--- config.mk ---
export PLATFORM = sky130hd
export DESIGN_NAME = score_keeper_flat
export DESIGN_NICKNAME = d
export VERILOG_FILES = /design/src/rtl/score_pkg.sv /design/src/rtl/score_keeper_if.sv /design/src/rtl/bcd_counter.sv /design/src/rtl/score_keeper.sv /design/src/flat_wrapper.sv
export SDC_FILE = /design/constraint.sdc
export NUM_CORES = 1
export LEC_CHECK = 0
export ABC_AREA = 1
export ABC_CLOCK_PERIOD_IN_PS = 5500
export CAP_MARGIN = 5
export CORE_MARGIN = 5
export CORE_UTILIZATION = 40
export DETAILED_ROUTE_END_ITERATION = 10
export PLACE_DENSITY = 0.68
export SYNTH_ARGS = -nofsm -noshare
export SYNTH_HDL_FRONTEND = slang
export SYNTH_SLANG_ARGS = --single-unit
--- constraint.sdc ---
create_clock -name Clk -period 5.5 [get_ports Clk]
set_input_delay 1.65 -clock Clk [delete_from_list [all_inputs] [get_ports Clk]]
set_output_delay 1.65 -clock Clk [all_outputs]
set_load 0.005 [all_outputs]
--- src/rtl/score_pkg.sv ---
// rtl/score_pkg.sv - shared types and BCD helper for the score keeper
package score_pkg;

    typedef enum logic [1:0] {
        S_LIVE  = 2'b00,
        S_CHECK = 2'b01,
        S_DONE  = 2'b10
    } sk_state_t;

    typedef enum logic [1:0] {
        P_NONE  = 2'b00,
        P_WHITE = 2'b01,
        P_BLACK = 2'b10
    } player_t;

    localparam int MAX_DIGITS = 8;

    // Packed BCD (digit 0 in the LS nibble) to binary; callers zero-extend narrower scores.
    function automatic logic [31:0] bcd2bin(input logic [4*MAX_DIGITS-1:0] bcd);
        logic [31:0] acc;
        acc = '0;
        for (int i = MAX_DIGITS - 1; i >= 0; i--) begin
            acc = acc * 32'd10 + 32'(bcd[4*i +: 4]);
        end
        return acc;
    endfunction

endpackage

--- src/rtl/score_keeper_if.sv ---
// rtl/score_keeper_if.sv - round-result inputs and score/match outputs of the score keeper
interface score_keeper_if #(
    parameter int DIGITS = 2
);
    logic                  add;
    logic                  whitewon;
    logic                  blackwon;
    logic                  clear_scores;
    logic [4*DIGITS-1:0]   white_score;
    logic [4*DIGITS-1:0]   black_score;
    logic                  score_event;
    logic                  flash;
    logic                  match_over;
    logic [1:0]            match_winner;
    logic                  result_err;

    modport master (
        output add, whitewon, blackwon, clear_scores,
        input  white_score, black_score, score_event, flash,
               match_over, match_winner, result_err
    );

    modport slave (
        input  add, whitewon, blackwon, clear_scores,
        output white_score, black_score, score_event, flash,
               match_over, match_winner, result_err
    );
endinterface

--- src/rtl/bcd_counter.sv ---
// rtl/bcd_counter.sv - multi-digit BCD up-counter that saturates at all nines
module bcd_counter #(
    parameter int DIGITS = 2
) (
    input  logic                Clk,
    input  logic                reset_n,
    input  logic                clr,
    input  logic                inc,
    output logic [4*DIGITS-1:0] q,
    output logic                sat
);

    logic [4*DIGITS-1:0] q_inc;

    always_comb begin : ripple
        logic carry;
        carry = 1'b1;
        q_inc = q;
        sat   = 1'b1;
        for (int i = 0; i < DIGITS; i++) begin
            if (q[4*i +: 4] != 4'd9) sat = 1'b0;
            if (carry) begin
                if (q[4*i +: 4] == 4'd9) begin
                    q_inc[4*i +: 4] = 4'd0;
                end else begin
                    q_inc[4*i +: 4] = q[4*i +: 4] + 4'd1;
                    carry = 1'b0;
                end
            end
        end
    end

    always_ff @(posedge Clk or negedge reset_n) begin
        if (!reset_n) begin
            q <= '0;
        end else if (clr) begin
            q <= '0;
        end else if (inc && !sat) begin
            q <= q_inc;
        end
    end

endmodule

--- src/rtl/score_keeper.sv ---
// rtl/score_keeper.sv - BCD win tally, match detection and post-round flash timer
module score_keeper
    import score_pkg::*;
#(
    parameter int DIGITS       = 2,
    parameter int WIN_TARGET   = 5,
    parameter int FLASH_CYCLES = 25_000_000
) (
    input  logic          Clk,
    input  logic          reset_n,
    score_keeper_if.slave sk
);

    localparam int SW = 4 * DIGITS;
    localparam int BW = $clog2(10 ** DIGITS);
    localparam int CW = (FLASH_CYCLES > 1) ? $clog2(FLASH_CYCLES) : 1;

    sk_state_t      state, next_state;
    player_t        winner_q, winner_nxt;
    logic           add_q, evt, fire;
    logic           pend, set_pend;
    logic [1:0]     pend_res;
    logic           err_q, set_err;
    logic           inc_white, inc_black;
    logic           rw, rb;
    logic           score_event_q;
    logic [CW-1:0]  flash_ctr;
    logic [SW-1:0]  w_q, b_q;
    logic           w_sat, b_sat;
    logic [BW-1:0]  white_bin, black_bin;
    logic           white_reached, black_reached;

    assign evt = sk.add & ~add_q;

    bcd_counter #(.DIGITS(DIGITS)) u_white (
        .Clk     (Clk),
        .reset_n (reset_n),
        .clr     (sk.clear_scores),
        .inc     (inc_white),
        .q       (w_q),
        .sat     (w_sat)
    );

    bcd_counter #(.DIGITS(DIGITS)) u_black (
        .Clk     (Clk),
        .reset_n (reset_n),
        .clr     (sk.clear_scores),
        .inc     (inc_black),
        .q       (b_q),
        .sat     (b_sat)
    );

    // A saturated counter is necessarily at or past any legal target.
    assign white_bin     = BW'(bcd2bin(32'(w_q)));
    assign black_bin     = BW'(bcd2bin(32'(b_q)));
    assign white_reached = w_sat | (white_bin >= BW'(WIN_TARGET));
    assign black_reached = b_sat | (black_bin >= BW'(WIN_TARGET));

    always_ff @(posedge Clk or negedge reset_n) begin
        if (!reset_n) state <= S_LIVE;
        else          state <= next_state;
    end

    always_comb begin
        next_state = state;
        winner_nxt = winner_q;
        inc_white  = 1'b0;
        inc_black  = 1'b0;
        set_err    = 1'b0;
        set_pend   = 1'b0;
        fire       = evt | pend;
        rw         = pend ? pend_res[0] : sk.whitewon;
        rb         = pend ? pend_res[1] : sk.blackwon;
        if (sk.clear_scores) begin
            next_state = S_LIVE;
        end else begin
            case (state)
                S_LIVE: begin
                    if (fire) begin
                        if (rw && !rb) begin
                            inc_white  = 1'b1;
                            next_state = S_CHECK;
                        end else if (rb && !rw) begin
                            inc_black  = 1'b1;
                            next_state = S_CHECK;
                        end else begin
                            set_err = 1'b1;
                        end
                    end
                end
                S_CHECK: begin
                    if (white_reached) begin
                        winner_nxt = P_WHITE;
                        next_state = S_DONE;
                    end else if (black_reached) begin
                        winner_nxt = P_BLACK;
                        next_state = S_DONE;
                    end else begin
                        next_state = S_LIVE;
                        set_pend   = evt;
                    end
                end
                default: next_state = S_DONE;
            endcase
        end
    end

    always_ff @(posedge Clk or negedge reset_n) begin
        if (!reset_n) begin
            add_q         <= 1'b0;
            pend          <= 1'b0;
            pend_res      <= 2'b00;
            err_q         <= 1'b0;
            winner_q      <= P_NONE;
            flash_ctr     <= '0;
            score_event_q <= 1'b0;
        end else begin
            add_q         <= sk.add;
            score_event_q <= inc_white | inc_black;
            if (sk.clear_scores) begin
                pend      <= 1'b0;
                err_q     <= 1'b0;
                winner_q  <= P_NONE;
                flash_ctr <= '0;
            end else begin
                pend     <= set_pend;
                if (set_pend) pend_res <= {sk.blackwon, sk.whitewon};
                if (set_err)  err_q    <= 1'b1;
                winner_q <= winner_nxt;
                // The pulse cycle itself is one flash cycle, so load one less.
                if (score_event_q)         flash_ctr <= CW'(FLASH_CYCLES - 1);
                else if (flash_ctr != '0)  flash_ctr <= flash_ctr - CW'(1);
            end
        end
    end

    assign sk.white_score  = w_q;
    assign sk.black_score  = b_q;
    assign sk.score_event  = score_event_q;
    assign sk.flash        = (flash_ctr != '0) | score_event_q;
    assign sk.match_over   = (state == S_DONE);
    assign sk.match_winner = winner_q;
    assign sk.result_err   = err_q;

endmodule

--- src/flat_wrapper.sv ---
// flat-port wrapper written by rule: the top's interface ports become plain ports
module score_keeper_flat import score_pkg::*;
#(
    parameter int DIGITS       = 2,
    parameter int WIN_TARGET   = 5,
    parameter int FLASH_CYCLES = 25_000_000
)
  (Clk, reset_n, sk_add, sk_whitewon, sk_blackwon, sk_clear_scores, sk_white_score, sk_black_score, sk_score_event, sk_flash, sk_match_over, sk_match_winner, sk_result_err);
  score_keeper_if #(.DIGITS(DIGITS)) sk_i ();
  input  logic Clk;
  input  logic reset_n;
  input wire logic [$bits(sk_i.add)-1:0] sk_add;
  input wire logic [$bits(sk_i.whitewon)-1:0] sk_whitewon;
  input wire logic [$bits(sk_i.blackwon)-1:0] sk_blackwon;
  input wire logic [$bits(sk_i.clear_scores)-1:0] sk_clear_scores;
  output wire logic [$bits(sk_i.white_score)-1:0] sk_white_score;
  output wire logic [$bits(sk_i.black_score)-1:0] sk_black_score;
  output wire logic [$bits(sk_i.score_event)-1:0] sk_score_event;
  output wire logic [$bits(sk_i.flash)-1:0] sk_flash;
  output wire logic [$bits(sk_i.match_over)-1:0] sk_match_over;
  output wire logic [$bits(sk_i.match_winner)-1:0] sk_match_winner;
  output wire logic [$bits(sk_i.result_err)-1:0] sk_result_err;
  assign sk_i.add = sk_add;
  assign sk_i.whitewon = sk_whitewon;
  assign sk_i.blackwon = sk_blackwon;
  assign sk_i.clear_scores = sk_clear_scores;
  assign sk_white_score = sk_i.white_score;
  assign sk_black_score = sk_i.black_score;
  assign sk_score_event = sk_i.score_event;
  assign sk_flash = sk_i.flash;
  assign sk_match_over = sk_i.match_over;
  assign sk_match_winner = sk_i.match_winner;
  assign sk_result_err = sk_i.result_err;
  score_keeper #(.DIGITS(DIGITS), .WIN_TARGET(WIN_TARGET), .FLASH_CYCLES(FLASH_CYCLES)) u_core (.Clk(Clk), .reset_n(reset_n), .sk(sk_i));
endmodule
# [After elaboration in Yosys (flattened, before gate mapping)]
# Cells that the tools add are included.
[word_totals] regBits=51 out_inout_bits=22 wordCells=119
[op_classes] addsub=7 multipliers=2 magnitude_cmp=2 eq_ne=12 muxes=53 bitwise_logic=8 n_reduce_logical=23
[op_table] op="$mux 25" n=3
[op_table] op="$mux 8" n=4
[op_table] op="$mux 1" n=29
[op_table] op="$reduce_bool 25->1" n=1
[op_table] op="$sub 25x1->25 const B" n=1
[op_table] op="$mux 4" n=6
[op_table] op="$mux 2" n=10
[op_table] op="$add 4x1->4 const B" n=4
[op_table] op="$eq 4x4->1 const B" n=4
[op_table] op="$ne 4x4->1 const B" n=4
[op_table] op="$add 7x4->7" n=2
[op_table] op="$ge 7x3->1 const B" n=2
[op_table] op="$mul 4x3->6 const B" n=2
[op_table] op="$reduce_bool 2->1" n=6
[op_table] op="$reduce_and 2->1" n=5
[op_table] op="$reduce_bool 3->1" n=2
[op_table] op="$or 1x1->1" n=5
[op_table] op="$logic_and 1x1->1" n=4
[op_table] op="$logic_not 1->1" n=4
[op_table] op="$ne 4x2->1 const B" n=1
[op_table] op="$pmux 2 s2" n=1
[op_table] op="$ne 3x2->1 const B" n=1
[op_table] op="$eq 2x1->1 const B" n=1
[op_table] op="$eq 2x2->1 const B" n=1
[op_table] op="3 further kinds" n=4

# [Logic depth before layout (Yosys ltp)]
[depth] ltp_word=11 ltp_mapped=15

# [Modules after synthesis]
# From an unflattened synthesis, not the netlist that was laid out.
[hier_totals] hier_cells=495 hier_area_um2=3678.5
[by_module_without_submodules] module="score_keeper" n_inst=1 cells_per_inst=357 area_per_inst_um2=2607.5 seq_area_each_um2=875.8
[by_module_without_submodules] module="bcd_counter" n_inst=2 cells_per_inst=69 area_per_inst_um2=535.5 seq_area_each_um2=200.2

# [Worst setup path after synthesis]
# Ideal clock, no wire load.
[synth_path] kind="reg-to-output" from="register u_core.flash_ctr[0]" to="output port sk_flash" arrival_time_ns=1.340 t_required_ns=3.850 slack_ns=2.510 stages_incl_launch_ff=8 cell_sequence="dfrtp_1 inv_1 ha_1 nand3_2 nor2_4 nand4_4 nor3_1 nand2_1"
[synth_between] elab_chain_len=2
[synth_lines] element="start: declaration" line="score_keeper.sv:27" rtl="logic [CW-1:0] flash_ctr;"
[synth_lines] element="start signal: assignment" line="score_keeper.sv:131" rtl="if (score_event_q) flash_ctr <= CW'(FLASH_CYCLES - 1);"
[synth_lines] element="start signal: assignment" line="score_keeper.sv:132" rtl="else if (flash_ctr != '0) flash_ctr <= flash_ctr - CW'(1);"
[synth_lines] element="$reduce_bool 25->1" line="score_keeper.sv:140" rtl="assign sk.flash = (flash_ctr != '0) | score_event_q;"
[synth_lines] element="$or 1x1->1" line="score_keeper.sv:140"
[synth_lines] element="end: declaration" line="flat_wrapper.sv:19" rtl="output wire logic [$bits(sk_i.flash)-1:0] sk_flash;"
# No other way between the ends.

# [Worst setup path after layout]
# Same ends and word-level chain as after synthesis.

==> impl_metrics.py <==
metrics = {
    "detailed_routing": {
        "drt_iter0_markers": 101,
        "postRouteAntennaNets": 0,
        "vias_per_cell": 4.96,
        "avgRoutedWirePerCell_um": 12.0,
        "dr.pass1.iters": 4,
        "drc_errors": 0,
        "vias": 2939,
        "drt_wl_total_um": 7080,
    },
    "timing": {
        "drv_slew": 0,
        "period_share_pct": 73.0,
        "setup_violations": 0,
        "finalHoldViolCount": 0,
        "grt_setup_unrepaired": "false",
        "timing.hold.ws_ns": 0.482,
        "min_period_ns": 4.02,
        "fin_skew_ns": 0.0151,
        "worst_pin_slew_ns": 0.847,
        "maxSlewHeadroom_pct": 43.5,
        "setup_tns_ns": 0,
        "fmax_mhz": 249,
    },
    "critical_path": {
        "crit_type": "reg -> out",
        "worst_r2r_endpoint": "u_core.pend_res[0]",
        "worst_ep_required_time_ns": 3.85,
        "cp-start-kind": "flip-flop",
        "rr_worst_depth": 13,
        "crit_family": "simple AND/OR/NAND/NOR gates",
        "path_buf_inv": 2,
        "r2r_slack_ns": 2.98,
        "crit_chain": "inv_1 -> ha_1 -> nand3_2 -> nor2_4 -> nand4_4 -> nor3_1 -> nand2_1 -> clkdlybuf4s50_1",
        "slowest_stage": "clkdlybuf4s50_1",
        "cp_data_arrival_time_ns": 2.37,
        "cp_slowest_stage_delay_ns": 0.49,
        "cp_max_fo": 5,
        "r2r-start": "u_core.u_black.q[5]",
        "end_kind": "primary output",
    },
    "floorplanning": {
        "die_height_um": 103,
        "dieArea_um2": 10700,
        "initial_core_util_pct": 40.6,
        "coreArea_um2": 8590,
        "fp.dieW_um": 103,
        "io_pins": 28,
        "num_rows": 34,
    },
    "power": {
        "power.leakage_nw": 2.04,
        "powerDensity_nw_per_um2": 407,
        "ir_worst_vdd_mv": 0.162,
        "totalPowerFinal_mw": 1.62,
    },
    "cells_and_area": {
        "antenna_cells": 0,
        "layout.nets": 516,
        "drive_gt1_share_pct": 12.2,
        "nFillCells": 863,
        "fin_cells": 592,
        "area_growth_syn_to_layout_pct": 14.0,
        "multi_input_area_um2": 1910,
        "area.sequential_um2": 1280,
        "finalInstanceArea_um2": 3970,
    },
    "place": {
        "dp_hpwl_um": 5460,
        "gp_congestion": 0.810,
        "placed_area_um2": 3860,
        "port_buffers": 27,
        "place_inst": 584,
    },
    "clock_network": {
        "clk_pin_slew_ns": 0.10,
        "clockBufferDepth": 2,
        "cts_buffers": 5,
        "htree_levels": 2,
        "cts_tree": "done",
        "ctsResizeCount": 0,
        "cts.sinks": 51,
        "insertion_delay_ns": 0.31,
        "root_buffer": "clkbuf_8",
        "postCtsSetupRepairBufs": 0,
        "cts_hold_buffers": 0,
    },
    "global_route": {
        "groute.usage.overall_pct": 14.6,
        "grt_max_degree": 52,
        "antenna_found_initial": 0,
        "grt_pass1_vias": 2771,
        "grt_overflow": 0,
        "grt_first_pass_wirelength_um": 12600,
    },
    "logic_synthesis": {
        "avgSynthCellArea_um2": 7.68,
        "syn_inst": 454,
        "syn_area_um2": 3490,
        "yosysWarnings": 0,
        "synth-seq-cells": 51,
        "synth-seq-area-share_pct": 36.6,
        "ys_types": 39,
        "syn-num-nets": 487,
    },
    "job": {
        "drv_cap": 0,
    },
    "worst_hold_path": {
        "worstHoldStart": "u_core.pend_res[1]",
        "holdPathStages": 2,
        "hold_path_end": "u_core.pend_res[1]",
        "hold_path.class": "reg -> reg",
    },
    "status": {
        "status": "completed",
    },
}
worst max path at each step:
stage,startpoint,end,cells past startpoint
6_report,u_core.flash_ctr[0],sk_flash,8
5_1_grt,u_core.flash_ctr[0],sk_flash,8
4_1_cts,u_core.flash_ctr[0],sk_flash,8
3_5_place_dp,sk_clear_scores,u_core.flash_ctr[15],5
3_3_place_gp,sk_clear_scores,u_core.flash_ctr[17],5
2_1_floorplan,u_core.flash_ctr[0],sk_flash,7
where the power goes:
part	internal, mW	switching (mW)	total, mW
registers	0.460	0.0927	0.553
clock network	0.137	0.129	0.267
logic	0.298	0.501	0.799
registers in the layout, indices dropped and copies added (netlist names):
register and cells:
u_core.sk.match_winner 2, u_core.state 2, u_core.u_black.q 8, u_core.pend_res 2, u_core.add_q 1, u_core.sk.result_err 1, u_core.u_white.q 8, u_core.flash_ctr 25
u_core.sk.score_event 1, u_core.pend 1
metrics by stage:
stage	utilization, %	worst slack (ns)
floorplan	-	2.51
global placement	44.9	1.61
detailed placement	44.9	1.56
CTS	46.2	1.44
global route	46.2	1.26
finish	46.2	1.48
area by class of cell:
| cell class | instances | area share, % |
|---|---|---|
| multi-input cells | 328 | 48.2 |
| flip-flops and latches | 51 | 32.1 |
| repair buffers | 28 | 6.87 |
| inverters | 69 | 6.52 |
| clock buffers | 5 | 1.73 |
| well taps | 108 | 3.40 |
| clock inverters | 3 | 1.17 |
synth_stat cells (all sizes together):
master  number  area share [%]
nand2       94              11
nand3       40             6.3
or2          3            0.54
o22ai        2            0.36
inv         69             7.4
a21oi       16             2.4
clkbuf       3            0.43
a32o         1            0.29
fa           4             2.3
dfrtp       51              37
xnor2        2            0.50
o211ai       1            0.36
o32ai        1            0.25
o21bai       2            0.43
o21ai       19             3.1
nor3        14             2.3
o21a         1            0.22
nand4       13             2.8
nand3b       2            0.43
o31ai        2            0.43
buf          3            0.61
nor3b        3            0.65
ha          23             8.3
xor2         6             1.5
nor2        79              10
metal layers:
metal	GRT usage [%]	part of all wire (%)	vias up
li1	-	-	1516
met1	19.4	46	1388
met2	24.9	50	31
met3	2.68	2.9	4
met4	3.29	0.89	0
met5	0	0	-
worst register-to-register path, cell delays in order (launching register included):
cell and delay (ns):
dfrtp_1 0.50, ha_1 0.34, ha_1 0.21, fa_1 0.40, nand2_1 0.09, nand2_1 0.04
nor2_1 0.10, nand2_1 0.07, nand2_1 0.09, nand3_1 0.13, nor2_2 0.21, nand3_2 0.11
nand2_1 0.08, nand2_1 0.05
layout by cell type, fill, tap and decap left out, types with 2 or more instances in the layout:
master            n
o31ai_1           2
o21bai_1          2
o22ai_1           2
clkdlybuf4s50_1  26
inv_1            63
xnor2_1           2
nand3_1          36
nor3_2            2
inv_2             6
o21ai_1           2
fa_1              4
or2_2             2
ha_1             23
nor2_4            5
a21oi_1          15
nand3b_1          2
nor3_1           12
clkbuf_8          5
nor2_2           11
nor2_1           63
nand2_1          81
o21ai_2           3
xor2_1            6
nand2_2          12
dfrtp_1          51
nand3_2           4
nand4_1          12
nor3b_1           3
o21ai_0          14
cell families after synthesis:
group	synth area share, %
buffers and inverters	8.47
xor gates and xnor gates	2.01
and+or+nand+nor	34.6
adders and majority gates	10.6
DFF	36.6
AOI/OAI and AO/OA	7.79
Note: power is estimated with default switching activity, not from simulation.
